`src/rtl/dmux_pkg.sv`:
```
// Shared widths, slot type and helpers for the serial-to-parallel demux collector.
package dmux_pkg;
   localparam int SEL_W  = 2;
   localparam int WORD_W = 4;

   typedef logic [SEL_W-1:0]  slot_t;
   typedef logic [WORD_W-1:0] word_t;

   localparam slot_t LAST_SLOT = 2'd3;

   // Slot counter step; natural 2-bit wrap takes 3 back to 0.
   function automatic slot_t slot_inc(input slot_t s);
      return s + 1'b1;
   endfunction
endpackage

```
`src/rtl/dmux_word_fifo.sv`:
```
// Small output FIFO of assembled words; head entry is always visible on o_head.
module dmux_word_fifo
   import dmux_pkg::*;
#(
   parameter int OUT_DEPTH = 2,
   parameter int CNT_W     = 3
) (
   input  logic             clk,
   input  logic             rst,
   input  logic             push,
   input  word_t            push_word,
   input  logic             pop,
   output word_t            head,
   output logic             full,
   output logic             empty,
   output logic [CNT_W-1:0] count
);
   localparam int PTR_W = (OUT_DEPTH > 1) ? $clog2(OUT_DEPTH) : 1;

   word_t            r_mem [OUT_DEPTH];
   logic [PTR_W-1:0] r_wr_ptr;
   logic [PTR_W-1:0] r_rd_ptr;
   logic [CNT_W-1:0] r_cnt;
   logic             w_push;
   logic             w_pop;

   assign full  = (r_cnt == CNT_W'(OUT_DEPTH));
   assign empty = (r_cnt == '0);
   assign count = r_cnt;
   assign head  = r_mem[r_rd_ptr];

   // A push into a full FIFO is only taken when the head leaves on the same edge.
   assign w_pop  = pop & ~empty;
   assign w_push = push & (~full | w_pop);

   always_ff @(posedge clk) begin
      if (rst) begin
         r_wr_ptr <= '0;
         r_rd_ptr <= '0;
         r_cnt    <= '0;
         for (int k = 0; k < OUT_DEPTH; k++) r_mem[k] <= '0;
      end else begin
         if (w_push) begin
            r_mem[r_wr_ptr] <= push_word;
            r_wr_ptr        <= r_wr_ptr + 1'b1;
         end
         if (w_pop) r_rd_ptr <= r_rd_ptr + 1'b1;
         if (w_push & ~w_pop)      r_cnt <= r_cnt + 1'b1;
         else if (~w_push & w_pop) r_cnt <= r_cnt - 1'b1;
      end
   end
endmodule

```
`src/rtl/dmux_sp_collect.sv`:
```
// Serial-to-parallel collector: steers bits through an external 1x4 demux,
// assembles 4-bit words and queues them in an output FIFO.
module dmux_sp_collect
   import dmux_pkg::*;
#(
   parameter int OUT_DEPTH = 2,
   parameter int CNT_W     = 3
) (
   input  logic              clk,
   input  logic              rst,
   input  logic              bit_in,
   input  logic              bit_valid,
   output logic              bit_ready,
   input  logic              flush,
   output logic              dmux_i,
   output logic [SEL_W-1:0]  dmux_sel,
   input  logic [WORD_W-1:0] dmux_out,
   output logic [WORD_W-1:0] word_out,
   output logic              word_valid,
   input  logic              word_ready,
   output logic              partial
);
   slot_t            r_slot;
   word_t            r_asm;
   logic             w_acc;
   logic             w_complete;
   logic             w_flush_go;
   logic             w_push;
   slot_t            w_slot_acc;
   word_t            w_asm_acc;
   word_t            w_head;
   logic             w_full;
   logic             w_empty;
   logic [CNT_W-1:0] w_cnt;

   // Only slot 3 can complete a word, so only it must wait for FIFO space.
   assign bit_ready = (r_slot != LAST_SLOT) | ~w_full;
   assign w_acc     = bit_valid & bit_ready;

   assign dmux_i   = bit_in & w_acc;
   assign dmux_sel = r_slot;

   assign w_asm_acc  = r_asm | (w_acc ? dmux_out : '0);
   assign w_slot_acc = w_acc ? slot_inc(r_slot) : r_slot;
   assign w_complete = w_acc & (r_slot == LAST_SLOT);

   // Flush sees the state after any bit accepted this cycle; a completing bit
   // already pushes, so flush adds nothing then.
   assign w_flush_go = flush & ~w_complete & (w_slot_acc != '0)
                     & (w_cnt < CNT_W'(OUT_DEPTH));
   assign w_push     = w_complete | w_flush_go;

   always_ff @(posedge clk) begin
      if (rst) begin
         r_slot <= '0;
         r_asm  <= '0;
      end else if (w_push) begin
         r_slot <= '0;
         r_asm  <= '0;
      end else begin
         r_slot <= w_slot_acc;
         r_asm  <= w_asm_acc;
      end
   end

   dmux_word_fifo #(
      .OUT_DEPTH (OUT_DEPTH),
      .CNT_W     (CNT_W)
   ) u_fifo (
      .clk       (clk),
      .rst       (rst),
      .push      (w_push),
      .push_word (w_asm_acc),
      .pop       (word_ready),
      .head      (w_head),
      .full      (w_full),
      .empty     (w_empty),
      .count     (w_cnt)
   );

   assign word_out   = w_head;
   assign word_valid = ~w_empty;
   assign partial    = (r_slot != '0);
endmodule
```
`config.mk`:
```
export PLATFORM = sky130hd
export DESIGN_NAME = dmux_sp_collect
export DESIGN_NICKNAME = d
export VERILOG_FILES = /design/src/rtl/dmux_pkg.sv /design/src/rtl/dmux_word_fifo.sv /design/src/rtl/dmux_sp_collect.sv
export SDC_FILE = /design/constraint.sdc
export NUM_CORES = 1
export LEC_CHECK = 0
export CAP_MARGIN = 20
export CORE_MARGIN = 4
export CORE_UTILIZATION = 48
export DETAILED_ROUTE_END_ITERATION = 10
export MAX_ROUTING_LAYER = met4
export PLACE_DENSITY = 0.76
export SETUP_SLACK_MARGIN = 0.1
export SLEW_MARGIN = 0
export SYNTH_ARGS = -nofsm -noshare
export SYNTH_HDL_FRONTEND = slang
export SYNTH_SLANG_ARGS = --single-unit
```
`constraint.sdc`:
```
create_clock -name clk -period 3.1 [get_ports clk]
set_clock_uncertainty 0.2 [all_clocks]
set_input_delay 0.775 -clock clk [delete_from_list [all_inputs] [get_ports clk]]
set_output_delay 0.775 -clock clk [all_outputs]
set_load 0.005 [all_outputs]
```
==> Yosys cells after proc, flatten, opt, wreduce, memory -nomap -nowiden <==
Memory sizes are Yosys's and may differ from the RTL's. A register that Yosys moved wholly into a read port is not among the register bits.
Cells that the tools add are included.
{ "totals": {"register_bits": 11, "latch_bits": 0, "ramBits": 8, "mem_bits_ro": 0, "inputBits": 10, "out_inout_bits": 10, "elab_cells": 54, "mem_count": 1} }
{ "memory_table": {"columns": ["memory", "words", "word_bits", "read_ports", "rd_clocked_by_memory_dff", "wr", "line", "text"], "rows": [
  ["u_fifo.r_mem", 2, 4, 1, 1, 2, "dmux_word_fifo.sv:20", "word_t r_mem [OUT_DEPTH];"]
]} }
{ "classes": {"addsub": 5, "multipliers": 0, "div_mod_pow": 0, "magnitude_cmp": 1, "n_eq_ne": 3, "shift": 0, "mux": 14, "bitwise_logic": 19, "reduce_logical": 6} }
{ "op_table": {"columns": ["op", "count"], "rows": [
  ["$and A1 B1 Y1", 10],
  ["$mux W1", 9],
  ["$mux W4", 2],
  ["$mux W3", 2],
  ["$reduce_bool A2 Y1", 3],
  ["$not A1 Y1", 5],
  ["$or A4 B4 Y4", 1],
  ["$reduce_or A4 Y1", 1],
  ["$add A3 B1 Y3 const B", 1],
  ["$eq A3 B2 Y1 const B", 1],
  ["$logic_not A3 Y1", 1],
  ["$lt A3 B2 Y1 const B", 1],
  ["$or A1 B1 Y1", 3],
  ["$sub A3 B1 Y3 const B", 1],
  ["$add A1 B1 Y1 const B", 2],
  ["$add A2 B1 Y2 const B", 1],
  ["$eq A2 B2 Y1 const B", 1],
  ["$mux W2", 1],
  ["$ne A2 B2 Y1 const B", 1],
  ["$reduce_or A2 Y1", 1]
]} }

==> Longest topological paths before layout <==
Gate-level depths: netlist of run 1.
{ "depth": {"ltp_word": 16, "ltp_mapped": 13, "depth_no_buf": 12} }

==> Cells and area by module <==
Synthesis of run 1 repeated with hierarchy kept, for this count alone.
{ "hier_totals": {"cells_unflattened": 97, "hier_area_um2": 1002.2} }
{ "modules_own_cells": {"columns": ["mod", "instances", "cells_per_inst", "area_per_inst_um2", "seq_area_each_um2"], "rows": [
  ["dmux_word_fifo", 1, 58, 659.4, 360.3],
  ["dmux_sp_collect", 1, 39, 342.8, 120.1]
]} }

==> Least setup slack after synthesis of run 1 <==
No wires, ideal clock.
{ "synth_timing": {"path_type": "input port to flip-flop", "start": "input port flush", "end": "register u_fifo.r_cnt[2] (netlist: u_fifo.count[2])", "setup_time_ns": 0.071, "t_arrival_ns": 2.546, "setup_slack_ns": 0.284, "cell_stages": 11, "n_path_buf": 1, "cell_sequence": "nor3b_2 o21ai_1 a21o_1 buf_6 inv_4 ha_1 inv_1 fa_1 xor2_1 or3_1 a21oi_1"} }
{ "synth_between": {"elab_chain_len": 8, "elab_cells_between_ends": 10} }
{ "synth_lines": {"columns": ["item", "line", "text"], "rows": [
  ["from (decl)", "dmux_sp_collect.sv:14", "input logic flush,"],
  ["$and A1 B1 Y1 * (2 in series)", "dmux_sp_collect.sv:49", "assign w_flush_go = flush & ~w_complete & (w_slot_acc != '0)"],
  ["$and A1 B1 Y1 *", "dmux_sp_collect.sv:50", "& (w_cnt < CNT_W'(OUT_DEPTH));"],
  ["$or A1 B1 Y1 *", "dmux_sp_collect.sv:51", "assign w_push = w_complete | w_flush_go;"],
  ["$and A1 B1 Y1 *", "dmux_word_fifo.sv:34", "assign w_push = push & (~full | w_pop);"],
  ["net u_fifo.w_push", "dmux_word_fifo.sv:24", "logic w_push;"],
  ["$not A1 Y1", "dmux_word_fifo.sv:49", "else if (~w_push & w_pop) r_cnt <= r_cnt - 1'b1;"],
  ["$and A1 B1 Y1", "dmux_word_fifo.sv:49", null],
  ["$reduce_bool A2 Y1 (no source line)", null, null],
  ["to (signal assigned)", "dmux_word_fifo.sv:48", "if (w_push & ~w_pop) r_cnt <= r_cnt + 1'b1;"],
  ["to (signal assigned)", "dmux_word_fifo.sv:49", null],
  ["to (decl)", "dmux_word_fifo.sv:23", "logic [CNT_W-1:0] r_cnt;"]
]} }
Mark *: on every way through the listed nets, which the timed path passes. The rest lies on a longest branch.
A chain may end at the register's enable or synchronous reset.

==> Final worst setup path of run 1 <==
Same ends and word-level chain as after synthesis.

==> results.toml, run 1 <==
[outcome]
status = "completed"

[synth]
avgSynthCellArea_um2 = 11.28
syn_area_um2 = 947.2
seq_area_frac_synth_pct = 50.73
synth_fp_nets = 98
synth_cells = 84
yosys_warnings = 0
ys_seq_elements = 20
yosys.cell_types.count = 30

[grt]
grt_max_degree = 16
grt_pass1_wl_um = 2953
grt_pass1_vias = 709
grt_overflow = 0
antenna_found_initial = 0
grt.total_usage_pct = 14.84

[route]
drt-initial-drc-count = 1
dr.pass1.iters = 2
drc = 0
detail_route.wl_per_cell_um = 12.80
route.antenna.remaining_nets = 0
drt-vias-per-instance = 5.053
via_count = 672
drt_wl_total_um = 1702

[cts]
cts_tree = "yes"
cts-root-buf = "clkbuf_4"
cts.clk_slew.worst_paths_ps = 100
ctsHoldBuffers = 0
clockBufferDepth = 2
cts_setup_buffers = 0
cts_made_buffers = 3
cts_sinks = 20
htree_levels = 1
clk-insertion-delay-late_ps = 290

[timing]
rsz0062_at_grt = "no"
hold_violations = 0
setup_viol = 0
max_freq_mhz = 345.7
maxSlewViolCount = 0
fin_crit_ps = 2893
slew-limit-headroom_pct = 65.36
worstMarginPinSlew_ps = 518.0
min_period_over_period_pct = 93.31

[worst_setup_path]
critPathCaptureType = "flop"
start_kind = "input port"
cp_data_arrival_time_ps = 2910
cp_data_required_time_ps = 3120
worstPathMaxFanout = 2
critPathKind = "input port to flop"

[floorplanning]
io-pin-count = 20
start_util_pct = 52.57
die_height_um = 52.42
rows = 15
coreArea_um2 = 1802
die-width_um = 52.42
die-area_um2 = 2748

[layout]
drive_above_1_share_pct = 20.37
num-nets-final = 123
fillers = 158
diodes = 0
syn_to_final_growth_pct = 29.06
stdcell_count = 133
multi_input_area_um2 = 434.2
regArea_um2 = 480.5

[placement]
gp_congestion = 0.7836
post-place-cells = 129
port-buffer-count = 19
dp_hpwl_um = 1299

[power]
power_w = 0.0008672
power.leakage_nw = 0.4705
powerDensity_nw_per_um2 = 709.4
ir_drop_v = 0.0004753

[job]
cap_violations = 0

[min_path]
hold_class = "flop to flop"
==> power by group <==
| part | internal [W] | switching, W |
|---|---|---|
| Clock | 0.0000715 | 0.0000721 |
| Sequential | 0.000329 | 0.0000549 |
| Combinational | 0.000197 | 0.000143 |
| Total | 0.000598 | 0.000270 |
==> cells in the final DEF, fill, tap and decap left out, types with 2 or more instances in the layout <==
cell / instances
clkdlybuf4s50_1: 18
nor3_1: 14
dfxtp_1: 12
edfxtp_1: 8
a21oi_1: 4
inv_1: 4
mux2_2: 4
a21oi_2: 4
nor2_1: 4
buf_4: 4
xor2_1: 3
clkbuf_4: 3
nand2_1: 2
a21o_1: 2
or3_1: 2
mux2i_1: 2
ha_1: 2
==> logic make-up (layout without fill, tap and decap cells) <==
| group | after synthesis | after routing | synth area share [%] |
|---|---|---|---|
| AOI/OAI and AO/OA | 13 | 13 | 9.246 |
| muxes | 6 | 6 | 6.869 |
| adders and majority gates | 4 | 4 | 6.077 |
| buffers and inverters | 8 | 32 | 4.623 |
| DFF | 20 | 20 | 50.73 |
| and+or+nand+nor | 29 | 29 | 18.76 |
| xor gates and xnor gates | 4 | 4 | 3.699 |
==> per-stage QoR <==
stage | utilization [%] | TNS, ps | worst slack (ps) | area [µm²] | hold slack [ps]
CTS | 67.22 | 0 | 138.2 | 1211 | 323.3
global placement | 65.28 | -51.99 | -51.99 | 1176 | 286.6
finish | 67.85 | 0 | 207.5 | 1222 | 318.3
floorplan | - | 0 | 283.6 | 947.2 | 272.5
global route | 67.85 | 0 | 115.8 | 1222 | 364.4
detailed placement | 65.28 | -146.0 | -146.0 | 1176 | 297.8
==> repair_timing <==
action,in CTS,in global routing
gates resized for setup,1,3
pin swaps,0,2
setup endpoints to repair,1,1
==> worst max-delay path, stage by stage <==
cell and delay, ps:
clkdlybuf4s50_1 470, nor3b_4 180, a21oi_1 90, a21o_1 200, inv_4 60, ha_2 170
inv_1 50, fa_2 330, xor2_1 160, or3_1 310, a21oi_1 120
==> registers in the layout (all words and copies together) (netlist names), named ones only <==
register	flops
u_fifo.r_mem	8
r_asm	4
u_fifo.count	3
dmux_sel	2
u_fifo.r_rd_ptr	1
u_fifo.r_wr_ptr	1
==> cell usage after synthesis <==
cell       number  area share, %
fa_1            1            2.1
inv_1           4            1.6
or3_1           2            1.3
and2_1          1           0.66
nand2_1         2           0.79
nand4bb_4       1            2.9
clkbuf_1        1           0.40
o21ai_1         1           0.53
dfxtp_1        12             25
and3_1          1           0.66
mux2_2          4            4.8
mux2i_1         2            2.1
xnor2_1         1           0.92
edfxtp_1        8             25
a21oi_2         4            3.7
o21ai_0         1           0.53
ha_1            3            4.0
nor3_1         14            7.4
a21oi_1         4            2.1
or2_2           1           0.66
nor3b_2         1            1.3
a21o_1          2            1.6
nand3b_1        1           0.79
buf_6           1            1.2
buf_4           1           0.79
xor2_1          3            2.8
nor2_1          4            1.6
o21bai_1        1           0.79
nand2b_1        1           0.66
inv_4           1           0.66
==> final timing paths <==
kind	endpoint	cells past startpoint	slack [ps]	start
worst min-delay path	flop	2	320	u_fifo.r_rd_ptr
worst min register to register	flop	2	320	u_fifo.r_rd_ptr
worst max-delay path	u_fifo.count[2]	11	210	flush
worst max register to register	u_fifo.count[2]	12	430	dmux_sel[0]
==> metal layers <==
layer	routed length [µm]	GRT usage (%)	up-vias
met1	700	16.40	309
met5	0	-	-
met2	904	26.03	13
li1	-	-	348
met3	81	2.564	2
met4	15	6.383	0
==> final cells by class <==
class,count,area share [%]
tap,25,2.559
sequential,20,39.30
inverter,5,1.740
timing repair buffer,23,17.91
multi-input combinational,56,35.52
clock buffer,4,2.968
Power figures use the tool's default switching activity.
==> run 2, diff against run 1 <==
--- a/config.mk
+++ b/config.mk
@@ -8,6 +8,7 @@
 export CAP_MARGIN = 20
 export CORE_MARGIN = 4
 export CORE_UTILIZATION = 48
+export CTS_CLUSTER_SIZE = 40
 export DETAILED_ROUTE_END_ITERATION = 10
 export MAX_ROUTING_LAYER = met4
 export PLACE_DENSITY = 0.76
==> constraint.sdc (replaced) <==
create_clock -name clk -period 3.5 [get_ports clk]
set_clock_uncertainty 0.2 [all_clocks]
set_input_delay 0.875 -clock clk [delete_from_list [all_inputs] [get_ports clk]]
set_output_delay 0.875 -clock clk [all_outputs]
set_load 0.005 [all_outputs]
==> run 2 against run 1 <==
Total power down 16%. Critical path type is now input port to output pin. Critical path depth down 8. Largest cell class unchanged. Critical endpoint is now dmux_i. Hold slack improved by 14 ps. Via count down 1.3%. Highest routed layer unchanged. Clock-buffer cell count decreased by 1. Combinational power down 16%. Worst setup slack gained 130 ps. Utilization down 1.9 points.
==> results.toml, run 2 (synthesis results as in run 1) <==
[route]
dr.pass1.iters = 4
route.antenna.remaining_nets = 0
drt_wl_total_um = 1700
detail_route.wl_per_cell_um = 12.98
via_count = 663
drt-vias-per-instance = 5.061
drt-initial-drc-count = 5
drc = 0

[outcome]
status = "completed"

[worst_setup_path]
cp_data_required_time_ps = 2420
path_common_cell = "clkdlybuf4s50_1"
worstReg2RegStart = "dmux_sel[0]"
cp_slowest_stage_delay_ps = 540
cp_data_arrival_time_ps = 2090
critPathCaptureType = "output pin"
crit_start = "bit_valid"
slowest_stage = "clkdlybuf4s50_1"
start_kind = "input port"
worstPathMaxFanout = 5
path_buf_inv = 2
critPathKind = "input port to output pin"
crit_family = "buffers and inverters"
path_cells = "clkdlybuf4s50_1, and3_1, clkdlybuf4s50_1"

[cts]
ctsHoldBuffers = 0
cts-root-buf = "clkbuf_4"
cts_sinks = 20
cts_resized = 0
cts_made_buffers = 3
cts.clk_slew.worst_paths_ps = 110
cts_tree = "yes"
cts_setup_buffers = 0
clk-insertion-delay-late_ps = 290
clockBufferDepth = 2
htree_levels = 1

[layout]
largest_reg_flops = 8
fillers = 149
final_common_cell = "clkdlybuf4s50_1"
final_cell_mix = "clkdlybuf4s50_1 (19), nor3_1 (14), dfxtp_1 (12)"
drive_above_1_share_pct = 16.04
num-nets-final = 121
diodes = 0
regMostFlops = "u_fifo.r_mem"
syn_to_final_growth_pct = 25.36

[floorplanning]
coreArea_um2 = 1802
die-width_um = 52.42
io-pin-count = 20
rows = 15
die-area_um2 = 2748
start_util_pct = 52.57
die_height_um = 52.42

[timing]
maxSlewViolCount = 0
slew-limit-headroom_pct = 65.59
fin_crit_ps = 3163
worstMarginPinSlew_ps = 514.5
min_period_over_period_pct = 90.36
hold_violations = 0
rsz0062_at_grt = "no"
setup_viol = 0
max_freq_mhz = 316.2
fin_tns_setup_ps = 0

[power]
p_int_w = 0.0004964
pwr-share-seq_pct = 46.1
p_switching_w = 0.0002328
powerDensity_nw_per_um2 = 614.1
p_clk_share_pct = 14.7
power_w = 0.0007292
ir_drop_v = 0.0004195
pwr-share-comb_pct = 39.1
power.leakage_nw = 0.4550
p_sw_share_pct = 31.92

[grt]
grt_pass1_wl_um = 2911
grt.total_usage_pct = 14.55
grt_max_degree = 16
grt_overflow = 0
antenna_found_initial = 0
grt_pass1_vias = 674

[job]
cap_violations = 0

[min_path]
hold_class = "flop to flop"
hold_path_startpoint = "u_fifo.r_rd_ptr"

[placement]
gp_congestion = 0.8009
port-buffer-count = 19
dp_hpwl_um = 1319
## run 2: path summary, 6_finish.rpt
kind / to / slack, ps / cells past startpoint
max: dmux_i / 340 / 3
max reg2reg: u_fifo.count[2] / 750 / 12
min reg2reg: flop / 330 / 2
min: flop / 330 / 2
## run 2: routing by layer
metal | global-route usage (%) | vias to the layer above | wire (µm)
met5 | - | - | 0
met4 | 3.830 | 0 | 15
met3 | 1.709 | 2 | 53
met2 | 25.83 | 15 | 845
met1 | 17.35 | 307 | 785
li1 | - | 339 | -
## run 2: worst reg2reg max path, stage by stage, from the launching register on
cell and delay (ps):
dfxtp_1 460, inv_1 70, ha_1 290, nand3b_1 110
a21oi_1 70, a21o_1 190, inv_4 60, ha_1 170
inv_1 60, fa_1 370, xor2_1 160, or3_1 300
a21oi_1 150
## run 2: metrics by stage
stage | utilization [%] | cell area [µm²] | std cells | hold WS [ps] | setup WS (ps)
2_1_floorplan | - | 947.2 | 84 | 272.5 | 583.6
3_3_place_gp | 64.44 | 1161 | 127 | 285.3 | 214.3
3_5_place_dp | 64.44 | 1161 | 127 | 308.8 | 115.3
4_1_cts | 65.90 | 1187 | 131 | 334.2 | 332.7
5_1_grt | 65.90 | 1187 | 131 | 379.1 | 281.7
6_report | 65.90 | 1187 | 131 | 332.3 | 337.5
## run 2: layout make-up
type | instances | area, µm² | share of cell area [%]
Clock buffer | 3 | 22.52 | 1.897
Clock inverter | 1 | 3.754 | 0.3161
Inverter | 5 | 21.27 | 1.791
Multi-Input combinational cell | 56 | 422.9 | 35.62
Sequential cell | 20 | 480.5 | 40.46
Tap cell | 25 | 31.28 | 2.634
Timing Repair Buffer | 21 | 205.2 | 17.28
## run 2: power groups by stage
| stage | sequential (W) | clock (W) | combinational (W) |
|---|---|---|---|
| after floorplan | 0.000332 | 0 | 0.000186 |
| after global placement | 0.000339 | 0 | 0.000277 |
| after detailed placement | 0.000342 | 0 | 0.000288 |
| after CTS | 0.000337 | 0.000109 | 0.000288 |
| after global routing | 0.000344 | 0.000120 | 0.000324 |
| final | 0.000336 | 0.000108 | 0.000285 |
==> run 3, diff against run 2 <==
==> constraint.sdc (replaced) <==
create_clock -name clk -period 3.68 [get_ports clk]
set_clock_uncertainty 0.2 [all_clocks]
set_input_delay 0.92 -clock clk [delete_from_list [all_inputs] [get_ports clk]]
set_output_delay 0.92 -clock clk [all_outputs]
set_load 0.005 [all_outputs]
==> run 3 against run 2 <==
Via count grew 4.1%. Critical path depth is the same. Worst setup slack better by 120 ps. Utilization rose by 0.56 points. Non-clock buffer count unchanged. Combinational power down 5%. First-iteration DRC count did not move. Routed wire length down 7.0%. Die area unchanged. Total power is 2.0% lower. Design area rose by 0.84%. Hold slack worse by 8.4 ps. Critical path type unchanged. Critical endpoint unchanged. Largest cell class unchanged.
==> results.toml, run 3 (synthesis results as in run 1) <==
[power]
powerDensity_nw_per_um2 = 596.8
p_int_w = 0.0004927
ir_drop_v = 0.0003948
pwr-share-seq_pct = 44.6
power.leakage_nw = 0.4606
power_w = 0.0007146
pwr-share-comb_pct = 37.7
p_clk_share_pct = 17.7
p_sw_share_pct = 31.05
p_switching_w = 0.0002219

[route]
route.antenna.remaining_nets = 0
drt-initial-drc-count = 5
via_count = 690
drt-vias-per-instance = 5.267
detail_route.wl_per_cell_um = 12.07
drt_wl_total_um = 1581
drc = 0
dr.pass1.iters = 2

[cts]
ctsHoldBuffers = 0
htree_levels = 1
cts-root-buf = "clkbuf_4"
clk-insertion-delay-late_ps = 300
cts.clk_slew.worst_paths_ps = 110
cts_made_buffers = 3
cts_tree = "yes"
clockBufferDepth = 2
cts_setup_buffers = 0
cts_sinks = 20
cts_resized = 0

[layout]
drive_above_1_share_pct = 16.98
num-nets-final = 121
final_common_cell = "clkdlybuf4s50_1"
stdcell_count = 131
fillers = 154
diodes = 0
largest_reg_flops = 8
syn_to_final_growth_pct = 26.42
final_cell_mix = "clkdlybuf4s50_1 (19), nor3_1 (14), dfxtp_1 (12)"
regMostFlops = "u_fifo.r_mem"

[grt]
grt.total_usage_pct = 14.62
grt_overflow = 0
grt_pass1_vias = 722
antenna_found_initial = 0
grt_pass1_wl_um = 2904
grt_max_degree = 16

[worst_setup_path]
crit_start = "bit_valid"
worstReg2RegStart = "dmux_sel[0]"
path_buf_inv = 2
path_common_cell = "clkdlybuf4s50_1"
critPathCaptureType = "output pin"
crit_family = "buffers and inverters"
start_kind = "input port"
slowest_stage = "clkdlybuf4s50_1"
cp_slowest_stage_delay_ps = 520
ff2ff_path_depth = 12
critPathKind = "input port to output pin"
worstPathMaxFanout = 5
cp_data_arrival_time_ps = 2100
crit_cells = 3
path_cells = "clkdlybuf4s50_1, and3_1, clkdlybuf4s50_1"
cp_data_required_time_ps = 2560

[job]
cap_violations = 0

[floorplanning]
coreArea_um2 = 1802
die_height_um = 52.42
io-pin-count = 20
rows = 15
start_util_pct = 52.57
die-area_um2 = 2748
die-width_um = 52.42

[timing]
setup_viol = 0
timing.hold.ws_ps = 323.9
max_freq_mhz = 310.7
worstMarginPinSlew_ps = 513.0
maxSlewViolCount = 0
fin_crit_ps = 3219
slew-limit-headroom_pct = 65.69
rsz0062_at_grt = "no"
setup_slack_ps = 461.0
fin_tns_setup_ps = 0
hold_violations = 0
min_period_over_period_pct = 87.47

[min_path]
hold_path_startpoint = "u_fifo.r_rd_ptr"
hold_class = "flop to flop"
min_path_cells = 2

[outcome]
status = "completed"

[placement]
dp_hpwl_um = 1208
post-place-cells = 127
gp_congestion = 0.7979
pre_cts_slack_ps = 288.4
port-buffer-count = 19
==> run 3: cell types whose count changed in the layout (fill, tap and decap cells not counted) <==
cell / before / now
clkbuf_8: 0 / 1
clkinv_1: 1 / 0
==> run 3: path summary, 6_finish.rpt <==
kind	endpoint	slack [ps]
hold / removal	flop	320
setup reg to reg	u_fifo.count[2]	950
hold reg to reg	flop	320
setup / recovery	dmux_i	460
==> run 3: layout make-up <==
cell class                 count  area (µm²)  area share [%]
clock buffer                   4       36.28           3.030
sequential                    20       480.5           40.13
timing repair buffer          21       205.2           17.14
inverter                       5       21.27           1.776
tap                           25       31.28           2.612
multi-input combinational     56       422.9           35.32
==> run 3: routing by layer <==
metal / vias up / wire (µm) / track usage [%]
li1: 346 / - / -
met1: 325 / 716 / 16.85
met2: 15 / 781 / 24.79
met3: 4 / 68 / 3.419
met4: 0 / 14 / 5.106
met5: - / 0 / -
==> run 3: power groups by stage <==
stage / sequential, W / combinational, W / clock (W)
6_report: 0.000318 / 0.000270 / 0.000127
5_1_grt: 0.000329 / 0.000301 / 0.000138
4_1_cts: 0.000320 / 0.000272 / 0.000126
3_5_place_dp: 0.000324 / 0.000270 / 0
3_3_place_gp: 0.000323 / 0.000265 / 0
2_1_floorplan: 0.000315 / 0.000177 / 0
==> run 3: worst reg2reg max path, delay by kind of cell, from the launching register on <==
| kind | cells | cell delay, ps |
|---|---|---|
| flops | 1 | 460 |
| simple gates | 2 | 420 |
| xor+xnor | 1 | 160 |
| compound gates | 3 | 410 |
| buf+inv | 3 | 190 |
| fa+ha+maj | 3 | 830 |
==> run 3: stage by stage <==
step,area [µm²],utilization (%)
floorplan,947.2,-
global placement,1161,64.44
detailed placement,1161,64.44
CTS,1197,66.46
global route,1197,66.46
finish,1197,66.46
==> RTL edit: new RTL, settings of run 1 <==
`WORD_W`: 4 -> 5.
--- a/src/rtl/dmux_pkg.sv
+++ b/src/rtl/dmux_pkg.sv
@@ -1,7 +1,7 @@
 // Shared widths, slot type and helpers for the serial-to-parallel demux collector.
 package dmux_pkg;
    localparam int SEL_W  = 2;
-   localparam int WORD_W = 4;
+   localparam int WORD_W = 5;
 
    typedef logic [SEL_W-1:0]  slot_t;
    typedef logic [WORD_W-1:0] word_t;
Ports: changed (resized dmux_out and word_out); port bits go from 20 to 22. No check against the original RTL was run, so the function may have changed too.
==> RTL edit against run 1 <==
  * Final area rose by 11%
  * Sequential cell count rose by 3
  * Power rose by 9.1%
  * Sequential share of layout area rose by 2.0 points
  * Area after synthesis rose by 10%
  * Worst setup slack got worse by 0.046 ns
  * Wire length rose by 22%
  * Combinational power rose by 12%
  * Clock power fell by 7%
  * Critical endpoint is now dmux_i
  * Largest cell class unchanged
==> RTL edit: results (changes against run 1) <==
The share of flip-flops with an asynchronous set or reset after synthesis came out at 0% (unchanged). Yosys attributes the largest share of cell area to edfxtp_1 29%, dfxtp_1 25%, nor3_1 7.2%, mux2_2 5.4%, a21oi_1 3.8%. The family with the most delay on the worst path is buffers and inverters. Ranked by instance count, the synthesized netlist is headed by 15 x nor3_1, 13 x dfxtp_1, 10 x edfxtp_1, 8 x a21oi_1, 5 x mux2_2. The number of flip-flops in the largest register is 10 (+2). The final wirelength is 2080 um (+22%). The total clock buffers created by CTS came to 3 (unchanged).

The slew of the pin with the lowest slew margin came out at 0.294 ns (-0.224 ns). The overall global routing resource usage is 17.4% (+2.6 points). The final RePlAce weighted congestion came out at 0.841 (+7.3%). The largest individual stage delay along the critical path comes from the cell clkdlybuf4s50_1. The peak ir drop on the vdd network is 0.454 mV (-4.5%). The pin count of the biggest net entering global routing came to 13 (-3). The number of nets in the finished design was 135 (+9.8%). The path depth of the worst reg2reg path came out at 11 (-1). The wire length of the first global-routing pass came out at 3520 um (+19%).

The net count after synthesis came out at 107 (+9.2%). The count of yosys warnings during synthesis came out at 0 (unchanged). The sequential element share of the synthesized area came out at 53.6% (+2.9 points). The maximum single-stage delay on the critical path is 0.51 ns (+0.04 ns).

The biggest fanout along the worst timing path is 4 (+2). The count of buffers inserted at the top-level ports is 21 (+2). The number of buffers between clock root and the deepest sink came out at 2 (unchanged). The worst hold path endpoint is u_fifo.r_rd_ptr. The via count of the first global-routing pass came out at 801 (+13%).

The number of filler instances in the final layout came out at 146 (-7.6%). The register-to-register setup slack is 0.47 ns (+0.04 ns). The count of buffers added by post-CTS timing repair for setup came out at 0 (unchanged). Among all flip-flop cells after synthesis, the most frequent one is dfxtp_1. The hold-critical path depth is 2 (unchanged).

The proportion of layout cells with a drive suffix above 1 is 18.5% (-1.9 points). The number of nets with antenna violations after detailed routing is 0 (unchanged). The CTS clock-pin slew for the worst setup and hold paths came out at 0.11 ns.

The via-per-instance ratio was 5.20 (+2.9%). The startpoint identified for the worst hold timing path is u_fifo.r_rd_ptr. The number of flops mapped to enable cells by yosys came out at 10 (+2). The flow ran to the end, and the final reports show no timing, DRC or antenna violations.

The number of distinct library cell variants in the gate-level netlist after synthesis is 32 (+6.7%). The leakage power of the design came out at 0.521 nW (+11%). The number of antenna cells inserted came to 0 (unchanged). The register with the highest flop count is u_fifo.r_mem. The tree is rooted in a clkbuf_4. In this run the critical register-to-register path is launched from dmux_sel[0]. The half-perimeter wire length of the detailed placement result came out at 1570 um (+21%). In this run the worst setup path begins at bit_valid. The arrival time at the worst endpoint is 1.96 ns (-0.95 ns). The classification of the worst-slack hold path is register to register. The detailed-router iteration count before antenna repair came out at 4 (+2).

The insertion delay of the later-clocked pin in the worst-skew pair is 0.30 ns. The detailed router's first-iteration violation count came out at 12 (+11). The capturing point of the worst reg2reg path is u_fifo.count[2]. The maximum level of the CTS H-tree is 1 (unchanged). The initial antenna violation count was 0 (unchanged).
RTL edit: cell count changes in the layout (fill, tap and decap cells not counted), sizes merged:
cell / change
clkdlybuf4s50: +3
dlygate4sd2: -1
dfxtp: +1
buf: +2
a21o: -1
o21ai: -1
a21boi: +1
nor3: +3
edfxtp: +2
o22ai: +1
o21a: +1
mux2: +1
nand3b: -1
RTL edit: cell families (layout without fill, tap and decap cells):
kind of cell,count (synthesis),after routing,synth area share (%)
DFF,23,23,53.6
xor gates and xnor gates,4,4,3.35
muxes,7,7,7.30
adders and majority gates,4,4,5.50
buffers and inverters,9,36,4.54
AOI/OAI and AO/OA,14,14,9.09
and+or+nand+nor,31,31,16.6
RTL edit: worst max-delay path by stage:
| stage | to | slack (ns) | cells after the start |
|---|---|---|---|
| global route | u_fifo.count[2] | 0.08 | 11 |
| global placement | u_fifo.count[2] | -0.18 | 11 |
| floorplan | u_fifo.count[2] | 0.22 | 10 |
| finish | dmux_i | 0.16 | 3 |
| detailed placement | u_fifo.count[2] | -0.31 | 11 |
| CTS | dmux_i | 0.18 | 3 |
RTL edit: layout make-up:
class	count	share of cell area [%]
Tap cell	27	2.49
Multi-Input combinational cell	60	33.9
Sequential cell	23	41.3
Clock buffer	4	1.93
Timing Repair Buffer	27	18.8
Inverter	5	1.57
RTL edit: what timing repair did:
action | in CTS | in global routing
resized for setup | 2 | 3
endpoints found under the setup margin | 1 | 2
hold endpoints to repair | 0 | 0
RTL edit: power breakdown:
group | switching (mW) | leakage, nW | internal [mW] | total [mW]
registers | 0.0529 | 0.212 | 0.377 | 0.430
clock network | 0.0833 | 0.0150 | 0.0502 | 0.134
logic | 0.165 | 0.294 | 0.217 | 0.382
RTL edit: worst min-delay path, stage by stage, from the launching register on:
cell	delay, ns
dfxtp_1	0.34
xor2_1	0.08
nor2_1	0.08
RTL edit: per-layer routing:
metal	GRT usage, %	up-vias	wire length, um
li1	-	385	-
met4	7.47	0	35
met3	3.54	5	80
met2	28.9	12	1070
met1	20.2	357	891
met5	-	-	0
RTL edit: metrics by stage:
step                      hold WS (ns)  setup slack, ns  cell area (um^2)  std cells
final                            0.317            0.161              1360        146
after detailed placement         0.298           -0.306              1310        142
after global routing             0.359           0.0809              1360        146
after floorplan                  0.272            0.222              1050         92
after CTS                        0.327            0.182              1340        146
after global placement           0.285           -0.178              1310        142
